<file path="config.mk">
export PLATFORM = sky130hd
export DESIGN_NAME = exu_mul_pipe
export DESIGN_NICKNAME = d
export VERILOG_FILES = /design/src/rtl/swerv_types.sv /design/src/rtl/exu_mul_stage.sv /design/src/rtl/exu_mul_pipe.sv
export SDC_FILE = /design/constraint.sdc
export NUM_CORES = 2
export LEC_CHECK = 0
export BUFFER_PORTS_ARGS = -buffer_cell sky130_fd_sc_hd__buf_2
export CAP_MARGIN = 20
export CORE_MARGIN = 1
export CORE_UTILIZATION = 35
export CTS_CLUSTER_SIZE = 16
export DETAILED_ROUTE_END_ITERATION = 16
export PLACE_DENSITY = 0.47
export SETUP_SLACK_MARGIN = 0.02
export SYNTH_ARGS = -nofsm -noshare
export SYNTH_HDL_FRONTEND = slang
export SYNTH_SLANG_ARGS = --single-unit
</file>
<file path="constraint.sdc">
create_clock -name clk -period 11.6 [get_ports clk]
set_input_delay 2.32 -clock clk [delete_from_list [all_inputs] [get_ports clk]]
set_output_delay 2.32 -clock clk [all_outputs]
set_load 0.01 [all_outputs]
</file>
<file path="src/rtl/swerv_types.sv">
// Shared types and constants for the EXU multiply pipeline.
//   MUL_DATA_W     : default operand/result width
//   MUL_TAG_W      : default (and maximum) result tag width
//   mul_pipe_pkt_t : multiply control packet carried through stage 1
package swerv_types;

  localparam int unsigned MUL_DATA_W = 32;
  localparam int unsigned MUL_TAG_W  = 5;

  typedef struct packed {
    logic                 valid;
    logic                 rs1_sign;
    logic                 rs2_sign;
    logic                 low;
    logic                 ld_byp_a;
    logic                 ld_byp_b;
    logic [MUL_TAG_W-1:0] tag;
  } mul_pipe_pkt_t;

endpackage

</file>
<file path="src/rtl/exu_mul_stage.sv">
// One valid+payload pipeline register of the multiply pipe.
//   clk, rst_l : clock, asynchronous active-low reset (valid and data clear)
//   scan_mode  : forces the data enable so the data flops see clocks in scan
//   freeze     : hold valid and data
//   flush      : clear valid on the next edge (data untouched)
//   vld_in/din : incoming valid and payload
//   vld_out/dout : registered valid and payload
module exu_mul_stage #(
  parameter int unsigned W = 1
) (
  input  logic         clk,
  input  logic         rst_l,
  input  logic         scan_mode,
  input  logic         freeze,
  input  logic         flush,
  input  logic         vld_in,
  input  logic [W-1:0] din,
  output logic         vld_out,
  output logic [W-1:0] dout
);

  logic data_en;

  // Data only moves with a valid operation so idle cycles do not toggle the
  // wide payload flops.
  assign data_en = ~freeze & (vld_in | scan_mode);

  always_ff @(posedge clk or negedge rst_l) begin
    if (!rst_l) begin
      vld_out <= 1'b0;
    end else if (flush) begin
      vld_out <= 1'b0;
    end else if (!freeze) begin
      vld_out <= vld_in;
    end
  end

  always_ff @(posedge clk or negedge rst_l) begin
    if (!rst_l) begin
      dout <= '0;
    end else if (data_en) begin
      dout <= din;
    end
  end

endmodule

</file>
<file path="src/rtl/exu_mul_pipe.sv">
// EXU pipelined multiplier: MUL/MULH/MULHSU/MULHU on DATA_W operands with a
// pass-through tag, freeze, flush and a stage-1 load-data bypass.
// Latency in_valid -> out_valid is STAGES-1 cycles, or STAGES cycles when the
// macro RV_MUL_OUT_REG_EN adds a registered output.
//   clk, rst_l        : clock, asynchronous active-low reset
//   scan_mode         : scan mode, forces data-register enables
//   freeze, flush     : hold all stages / kill in-flight work
//   in_valid, a, b    : issue and operands
//   rs1_sign, rs2_sign: operand signedness
//   low               : select low (1) or high (0) half of the product
//   ld_byp_a/b, lsu_result : replace the captured operand in stage 1
//   in_tag            : tag carried with the operation
//   out_valid, out, out_tag : result
//   busy              : any stage holds a valid operation
// TAG_W must not exceed swerv_types::MUL_TAG_W.
module exu_mul_pipe import swerv_types::*; #(
  parameter int unsigned DATA_W = MUL_DATA_W,
  parameter int unsigned STAGES = 3,
  parameter int unsigned TAG_W  = MUL_TAG_W
) (
  input  logic              clk,
  input  logic              rst_l,
  input  logic              scan_mode,
  input  logic              freeze,
  input  logic              flush,
  input  logic              in_valid,
  input  logic              rs1_sign,
  input  logic              rs2_sign,
  input  logic              low,
  input  logic              ld_byp_a,
  input  logic              ld_byp_b,
  input  logic [DATA_W-1:0] a,
  input  logic [DATA_W-1:0] b,
  input  logic [DATA_W-1:0] lsu_result,
  input  logic [TAG_W-1:0]  in_tag,
  output logic              out_valid,
  output logic [DATA_W-1:0] out,
  output logic [TAG_W-1:0]  out_tag,
  output logic              busy
);

  localparam int unsigned S1_W = 2*DATA_W + 5 + TAG_W;
  localparam int unsigned S2_W = 2*DATA_W + 3 + TAG_W;
  localparam int unsigned PR_W = 2*DATA_W + 1 + TAG_W;
  localparam int unsigned NP   = (STAGES > 3) ? STAGES - 3 : 0;

  // ---------------- stage 1: operand capture ----------------
  logic              s1_vld;
  logic [S1_W-1:0]   s1_q;
  logic [DATA_W-1:0] s1_a, s1_b, a1, b1;
  logic [TAG_W-1:0]  s1_tag;
  mul_pipe_pkt_t     s1_pkt;
  logic signed [DATA_W:0] s1_ax, s1_bx;

  // A frozen stage 1 still honours flush; an unfrozen one simply loads
  // in_valid, which both kills the old op and accepts a same-cycle issue.
  exu_mul_stage #(.W(S1_W)) u_s1 (
    .clk       (clk),
    .rst_l     (rst_l),
    .scan_mode (scan_mode),
    .freeze    (freeze),
    .flush     (flush & freeze),
    .vld_in    (in_valid),
    .din       ({a, b, rs1_sign, rs2_sign, low, ld_byp_a, ld_byp_b, in_tag}),
    .vld_out   (s1_vld),
    .dout      (s1_q)
  );

  always_comb begin
    s1_pkt = '0;
    {s1_a, s1_b, s1_pkt.rs1_sign, s1_pkt.rs2_sign, s1_pkt.low,
     s1_pkt.ld_byp_a, s1_pkt.ld_byp_b, s1_tag} = s1_q;
    s1_pkt.valid = s1_vld;
    s1_pkt.tag   = MUL_TAG_W'(s1_tag);
  end

  assign a1    = s1_pkt.ld_byp_a ? lsu_result : s1_a;
  assign b1    = s1_pkt.ld_byp_b ? lsu_result : s1_b;
  assign s1_ax = {s1_pkt.rs1_sign & a1[DATA_W-1], a1};
  assign s1_bx = {s1_pkt.rs2_sign & b1[DATA_W-1], b1};

  // ---------------- stage 2: extended operands ----------------
  logic                   s2_vld;
  logic signed [DATA_W:0] s2_ax, s2_bx;
  logic                   s2_low;
  logic [TAG_W-1:0]       s2_tag;

  // With STAGES=2 only one register fits before the output, so stage 2
  // collapses into wires and the multiplier runs straight off stage 1.
  if (STAGES >= 3) begin : g_s2
    logic [S2_W-1:0] s2_q;

    exu_mul_stage #(.W(S2_W)) u_s2 (
      .clk       (clk),
      .rst_l     (rst_l),
      .scan_mode (scan_mode),
      .freeze    (freeze),
      .flush     (flush),
      .vld_in    (s1_pkt.valid),
      .din       ({s1_ax, s1_bx, s1_pkt.low, TAG_W'(s1_pkt.tag)}),
      .vld_out   (s2_vld),
      .dout      (s2_q)
    );

    assign {s2_ax, s2_bx, s2_low, s2_tag} = s2_q;
  end else begin : g_s2_wire
    assign s2_vld = s1_pkt.valid;
    assign s2_ax  = s1_ax;
    assign s2_bx  = s1_bx;
    assign s2_low = s1_pkt.low;
    assign s2_tag = TAG_W'(s1_pkt.tag);
  end

  // ---------------- multiplier + retiming registers ----------------
  logic signed [2*DATA_W-1:0] ax_w, bx_w, p;

  // Only the low 2*DATA_W product bits are kept, so the sign-extended
  // operands need no more width than that.
  assign ax_w = {{(DATA_W-1){s2_ax[DATA_W]}}, s2_ax};
  assign bx_w = {{(DATA_W-1){s2_bx[DATA_W]}}, s2_bx};
  assign p    = ax_w * bx_w;

  logic [NP:0]            pr_vld;
  logic [NP:0][PR_W-1:0]  pr_q;

  assign pr_vld[0] = s2_vld;
  assign pr_q[0]   = {p, s2_low, s2_tag};

  for (genvar i = 0; i < NP; i++) begin : g_pr
    exu_mul_stage #(.W(PR_W)) u_pr (
      .clk       (clk),
      .rst_l     (rst_l),
      .scan_mode (scan_mode),
      .freeze    (freeze),
      .flush     (flush),
      .vld_in    (pr_vld[i]),
      .din       (pr_q[i]),
      .vld_out   (pr_vld[i+1]),
      .dout      (pr_q[i+1])
    );
  end

  logic [2*DATA_W-1:0] fin_p;
  logic                fin_low;
  logic [TAG_W-1:0]    fin_tag;
  logic [DATA_W-1:0]   res;

  assign {fin_p, fin_low, fin_tag} = pr_q[NP];
  assign res = fin_low ? fin_p[DATA_W-1:0] : fin_p[2*DATA_W-1:DATA_W];

  // ---------------- output ----------------
`ifdef RV_MUL_OUT_REG_EN
  logic [DATA_W+TAG_W-1:0] o_q;

  exu_mul_stage #(.W(DATA_W+TAG_W)) u_out (
    .clk       (clk),
    .rst_l     (rst_l),
    .scan_mode (scan_mode),
    .freeze    (freeze),
    .flush     (flush),
    .vld_in    (pr_vld[NP]),
    .din       ({res, fin_tag}),
    .vld_out   (out_valid),
    .dout      (o_q)
  );

  assign {out, out_tag} = o_q;
  assign busy = s1_vld | (|pr_vld) | out_valid;
`else
  assign out_valid = pr_vld[NP];
  assign out       = res;
  assign out_tag   = fin_tag;
  assign busy      = s1_vld | (|pr_vld);
`endif

endmodule

</file>
==> Word-level counts from Yosys, hierarchy flattened <==
Cells that the tools add are included.
{ "op_classes": {"mul": 1, "mux": 7, "n_eq_ne": 2, "bitwise": 9} }
{ "op_table": {"columns": ["op", "n"], "rows": [
  ["2-to-1 mux 32 bit", 3],
  ["multiplier 33 x 33 -> 64 bit", 1],
  ["bitwise AND 1 bit", 5],
  ["2-to-1 mux 1 bit", 4],
  ["inequality test 2 x 1 -> 1 bit (second input constant)", 2],
  ["bitwise OR 1 bit", 3],
  ["NOT 1 bit", 1]
]} }
{ "word_totals": {"word_cells": 23, "reg_bits": 148, "inputBits": 112} }

==> Longest topological paths before layout <==
{ "logic_depth": {"depth_word": 2, "depth_mapped": 28, "mapped_depth_nobuf": 26} }

==> Hierarchy <==
From an unflattened synthesis, not the netlist that was laid out.
{ "unflattened": {"hier_cells": 4617, "hier_area_um2": 45743.9} }
{ "by_module_without_submodules": {"columns": ["mod", "area_per_inst_um2", "cells_each", "instances"], "rows": [
  ["exu_mul_pipe", 39542.9, 4301, 1],
  ["exu_mul_stage (u_s1)", 3108.0, 160, 1],
  ["exu_mul_stage (g_s2.u_s2)", 3093.0, 156, 1]
]} }

==> Worst setup path after synthesis <==
Ideal clock, no wire load.
{ "synth_timing": {"path_kind": "register -> output", "startpoint": "register g_s2.u_s2.dout[71]", "endpoint": "output port out[28]", "stages_incl_launch_ff": 26, "n_path_buf": 2, "arrival_ns": 7.548, "path_slack_ns": 1.732, "cell_sequence": "dfrtp_1 > clkbuf_1 > nand2_1 > inv_1 > fa_1 > fa_1 > fa_1 > fa_1 > inv_1 > fa_1 > inv_1 > fa_1 > fa_1 > inv_1 > fa_1 > inv_1 > ha_1 > clkbuf_1 > nand2_1 > o211ai_1 > a221oi_1 > o21a_1 > o31a_4 > o21ai_2 > or4b_1 > nand3_1"} }
{ "synth_via": {"elab_chain_len": 2} }
{ "synth_rtl": {"columns": ["element", "line_no", "rtl"], "rows": [
  ["start, declared", "exu_mul_stage.sv:19", "output logic [W-1:0] dout"],
  ["start signal, assigned", "exu_mul_stage.sv:42", "dout <= din;"],
  ["multiplier 33 x 33 -> 64 bit", "exu_mul_pipe.sv:121", "assign p = ax_w * bx_w;"],
  ["2-to-1 mux 32 bit", "exu_mul_pipe.sv:149", "assign res = fin_low ? fin_p[DATA_W-1:0] : fin_p[2*DATA_W-1:DATA_W];"],
  ["end, declared", "exu_mul_pipe.sv:37", "output logic [DATA_W-1:0] out,"]
]} }
Every way passes these cells.

==> Worst setup path after layout <==
{ "layout_timing": {"startpoint": "register g_s2.u_s2.dout[64]", "endpoint": "output port out[21]"} }
The elaborated chain is that of the path after synthesis.

==> out/metrics.cfg <==
[worst_setup_path]
cp.required_ns = 9.28
crit_arrival_ns = 8.97
reg2reg_depth = 5
crit_type = reg -> out
critical_path_peak_fanout = 19
r2r_end = g_s2.u_s2.dout[71]$_DFFE_PN0P_
cp-end-kind = primary output
reg2reg_from = u_s1.vld_out$_DFFE_PN0P_
cp-start-kind = flop
r2r_setup_slack_ns = 9.15

[timing]
rsz0062_at_grt = no
drv_slew = 0
fmax_mhz = 88.61
hold_viol_final = 0
finalCritPeriodShare_pct = 97.29
fin_skew_ns = 0.01933
finalSetupViolCount = 0
finalCriticalPeriod_ns = 11.29
worstMarginPinSlew_ns = 1.002
tns_ns = 0
relSlewSlack_pct = 33.23

[synth]
async_reset_ff_share_pct = 100.0
seq_area_frac_synth_pct = 8.238
synthMuxAreaShare_pct = 3.543
synthTopCellsByArea = fa_1, inv_1, dfrtp_1
ys_seq_elements = 148
synth_top_family_by_area = adder cells
avgSynthCellArea_sq_um = 9.489
synth_fp_nets = 6187
synth.top_cell.area_share_pct = 50.09
synth_compound_area_share_pct = 4.375
synthesis.instances = 4738
yosys_warnings = 0
synth-xor-area-share_pct = 1.442
ys.flop_type = dfrtp_1
synth_fa_ha_area_share_pct = 55.99
synth.largest_area_cell = fa_1
synthDistinctLibCells = 78
synth_edf_count = 0
netlist_area_sq_um = 44960
synthSimpleGateAreaFrac_pct = 14.73

[clocking]
clkLatencyLatePin_ns = 0.45
numCtsBuffers = 17
cts_tree = yes
htree_levels = 4
cts_sinks = 148
clk_path_buf_depth = 2
clkSlewWorstSetupHoldPaths_ns = 0.07
root_buffer = clkbuf_16
cts.hold.buffers_added = 0

[status]
outcome = finished clean

[floorplan]
initial_core_util_pct = 35.26
ioPinCount = 151
die_h_um = 360.4
dieArea_sq_um = 129900
fp.coreArea_sq_um = 127500
fp.dieW_um = 360.4
rows = 131

[worst_hold_path]
hold_path_class = reg -> reg
hold_start = g_s2.u_s2.dout[1]$_DFFE_PN0P_
whs_path_depth = 1
whs_endpoint = g_s2.u_s2.dout[1]$_DFFE_PN0P_

[global_route]
grt_start_max_net_pins = 90
grt_pass1_wl_um = 208400
grt.overflow.total = 0
grtUsageTotal_pct = 20.89
antenna_found_initial = 5
grt_pass1_vias = 33840

[finish]
final_cell_area_sq_um = 48170
syn_to_final_growth_pct = 7.144
drive_above_1_share_pct = 8.606
final_net_count = 6177

[drt]
drc = 0
vias_per_cell = 4.798
drtPass1Iterations = 7
wl_per_cell_um = 20.55
vias = 30730
drtIter0Drc = 1560
drt-total-wl_um = 131600
ant_nets = 0

[place]
port_buffers = 150
dp_hpwl_um = 110600
place_area_sq_um = 47430
gp_congestion = 0.8873

[job]
drv_cap = 0

## layer usage
metal | vias to the layer above | wire length [um] | global-route usage (%)
li1 | 13740 | - | -
met5 | - | 35 | 0
met4 | 6 | 1415 | 2.537
met3 | 69 | 3527 | 1.451
met1 | 16390 | 59810 | 29.06
met2 | 523 | 66800 | 36.57
## repair_timing
action / in CTS / in global routing
buffers inserted: 0 / 0
hold endpoints to repair: 0 / 0
resized for setup: 0 / 23
setup endpoints to repair: 0 / 17
## cells in the mapped netlist (7+ instances only)
master / count
fa_1: 1125
inv_1: 1124
nand2_1: 652
and2_1: 543
clkbuf_1: 244
ha_1: 212
dfrtp_1: 148
o21ai_0: 111
mux2_2: 81
mux2i_1: 68
a21oi_1: 62
xnor2_1: 45
a21o_1: 29
nor2_1: 29
xor2_1: 29
nor2b_1: 27
o21ai_1: 24
nand3_1: 19
nand2b_1: 13
nor3_1: 11
and3_1: 10
a31oi_1: 9
nand4_1: 7
## worst max-delay path by stage
| stage | depth (start not counted) | endpoint | slack, ns | start |
|---|---|---|---|---|
| 3_3_place_gp | 26 | out[26] | 0.55 | g_s2.u_s2.dout[19]$_DFFE_PN0P_ |
| 3_5_place_dp | 26 | out[26] | 0.59 | g_s2.u_s2.dout[19]$_DFFE_PN0P_ |
| 4_1_cts | 26 | out[26] | 0.05 | g_s2.u_s2.dout[19]$_DFFE_PN0P_ |
| 2_1_floorplan | 25 | out[28] | 1.73 | g_s2.u_s2.dout[71]$_DFFE_PN0P_ |
| 6_report | 24 | out[21] | 0.31 | g_s2.u_s2.dout[64]$_DFFE_PN0P_ |
| 5_1_grt | 24 | out[21] | 0.03 | g_s2.u_s2.dout[64]$_DFFE_PN0P_ |
## cells in the final DEF (no fill, tap or decap), drive strengths merged, types with 4 or more instances in the layout
| cell type | count |
|---|---|
| inv | 1131 |
| fa | 1125 |
| nand2 | 652 |
| and2 | 544 |
| buf | 234 |
| ha | 212 |
| dfrtp | 148 |
| o21ai | 136 |
| mux2 | 81 |
| mux2i | 68 |
| a21oi | 63 |
| xnor2 | 45 |
| a21o | 29 |
| nor2 | 29 |
| xor2 | 29 |
| nor2b | 27 |
| nand3 | 19 |
| clkbuf | 18 |
| nand2b | 13 |
| nor3 | 11 |
| and3 | 11 |
| a31oi | 11 |
| a2111oi | 8 |
| nand4 | 7 |
| o21bai | 6 |
| a21boi | 6 |
| o21a | 5 |
| o31ai | 5 |
| a221oi | 5 |
| and4 | 4 |
| a211oi | 4 |
| o221ai | 4 |
## through the flow
stage               worst slack, ns  std cells  hold WS [ns]  utilization, %
global placement             0.5537       6367        0.4734           37.18
floorplan                     1.732       4738        0.4606               -
finish                       0.3145       6404        0.4968           37.77
detailed placement           0.5917       6368        0.4881           37.20
global route                0.03444       6403        0.5051           37.77
CTS                         0.04676       6400        0.5014           37.67
## critical path: stages (launching register included)
cell      delay (ns)
dfrtp_1         0.83
buf_4           0.42
and2_1          0.21
fa_1            0.42
fa_1            0.52
inv_1           0.06
fa_1            0.47
inv_1           0.05
fa_1            0.50
fa_1            0.62
fa_1            0.45
fa_1            0.50
inv_1           0.05
fa_1            0.47
inv_1           0.04
ha_1            0.38
a21oi_1         0.22
o21ai_0         0.17
a21oi_1         0.29
o21ai_0         0.16
a221oi_1        0.52
o31ai_1         0.21
xnor2_1         0.18
o21ai_0         0.49
buf_2           0.24
## final cells by class
type                    count  area (sq um)
inverters                1124          4219
well taps                1662          2079
flip-flops and latches    148          3764
fillers                 13030         79350
clock inverters            14         165.2
clock buffers              18         439.2
repair buffers            234          1460
diodes                      1         2.502
multi-input cells        3203         36040
## registers in the layout, summed over array words and instances (netlist names)
| signal | count |
|---|---|
| g_s2.u_s2.dout | 72 |
| u_s1.dout | 74 |
| g_s2.u_s2.vld_out | 1 |
| u_s1.vld_out | 1 |
## cells by family (layout without fill, tap and decap cells)
group,count (synthesis),after routing
AOI/OAI and AO/OA,312,312
xor gates and xnor gates,74,74
adders and majority gates,1337,1337
buffers and inverters,1387,1390
DFF,148,148
muxes,149,149
other,0,1
and+or+nand+nor,1331,1331
Power is not shown: default switching activity piles up to over one toggle a cycle in this logic, so the estimate is an artifact.
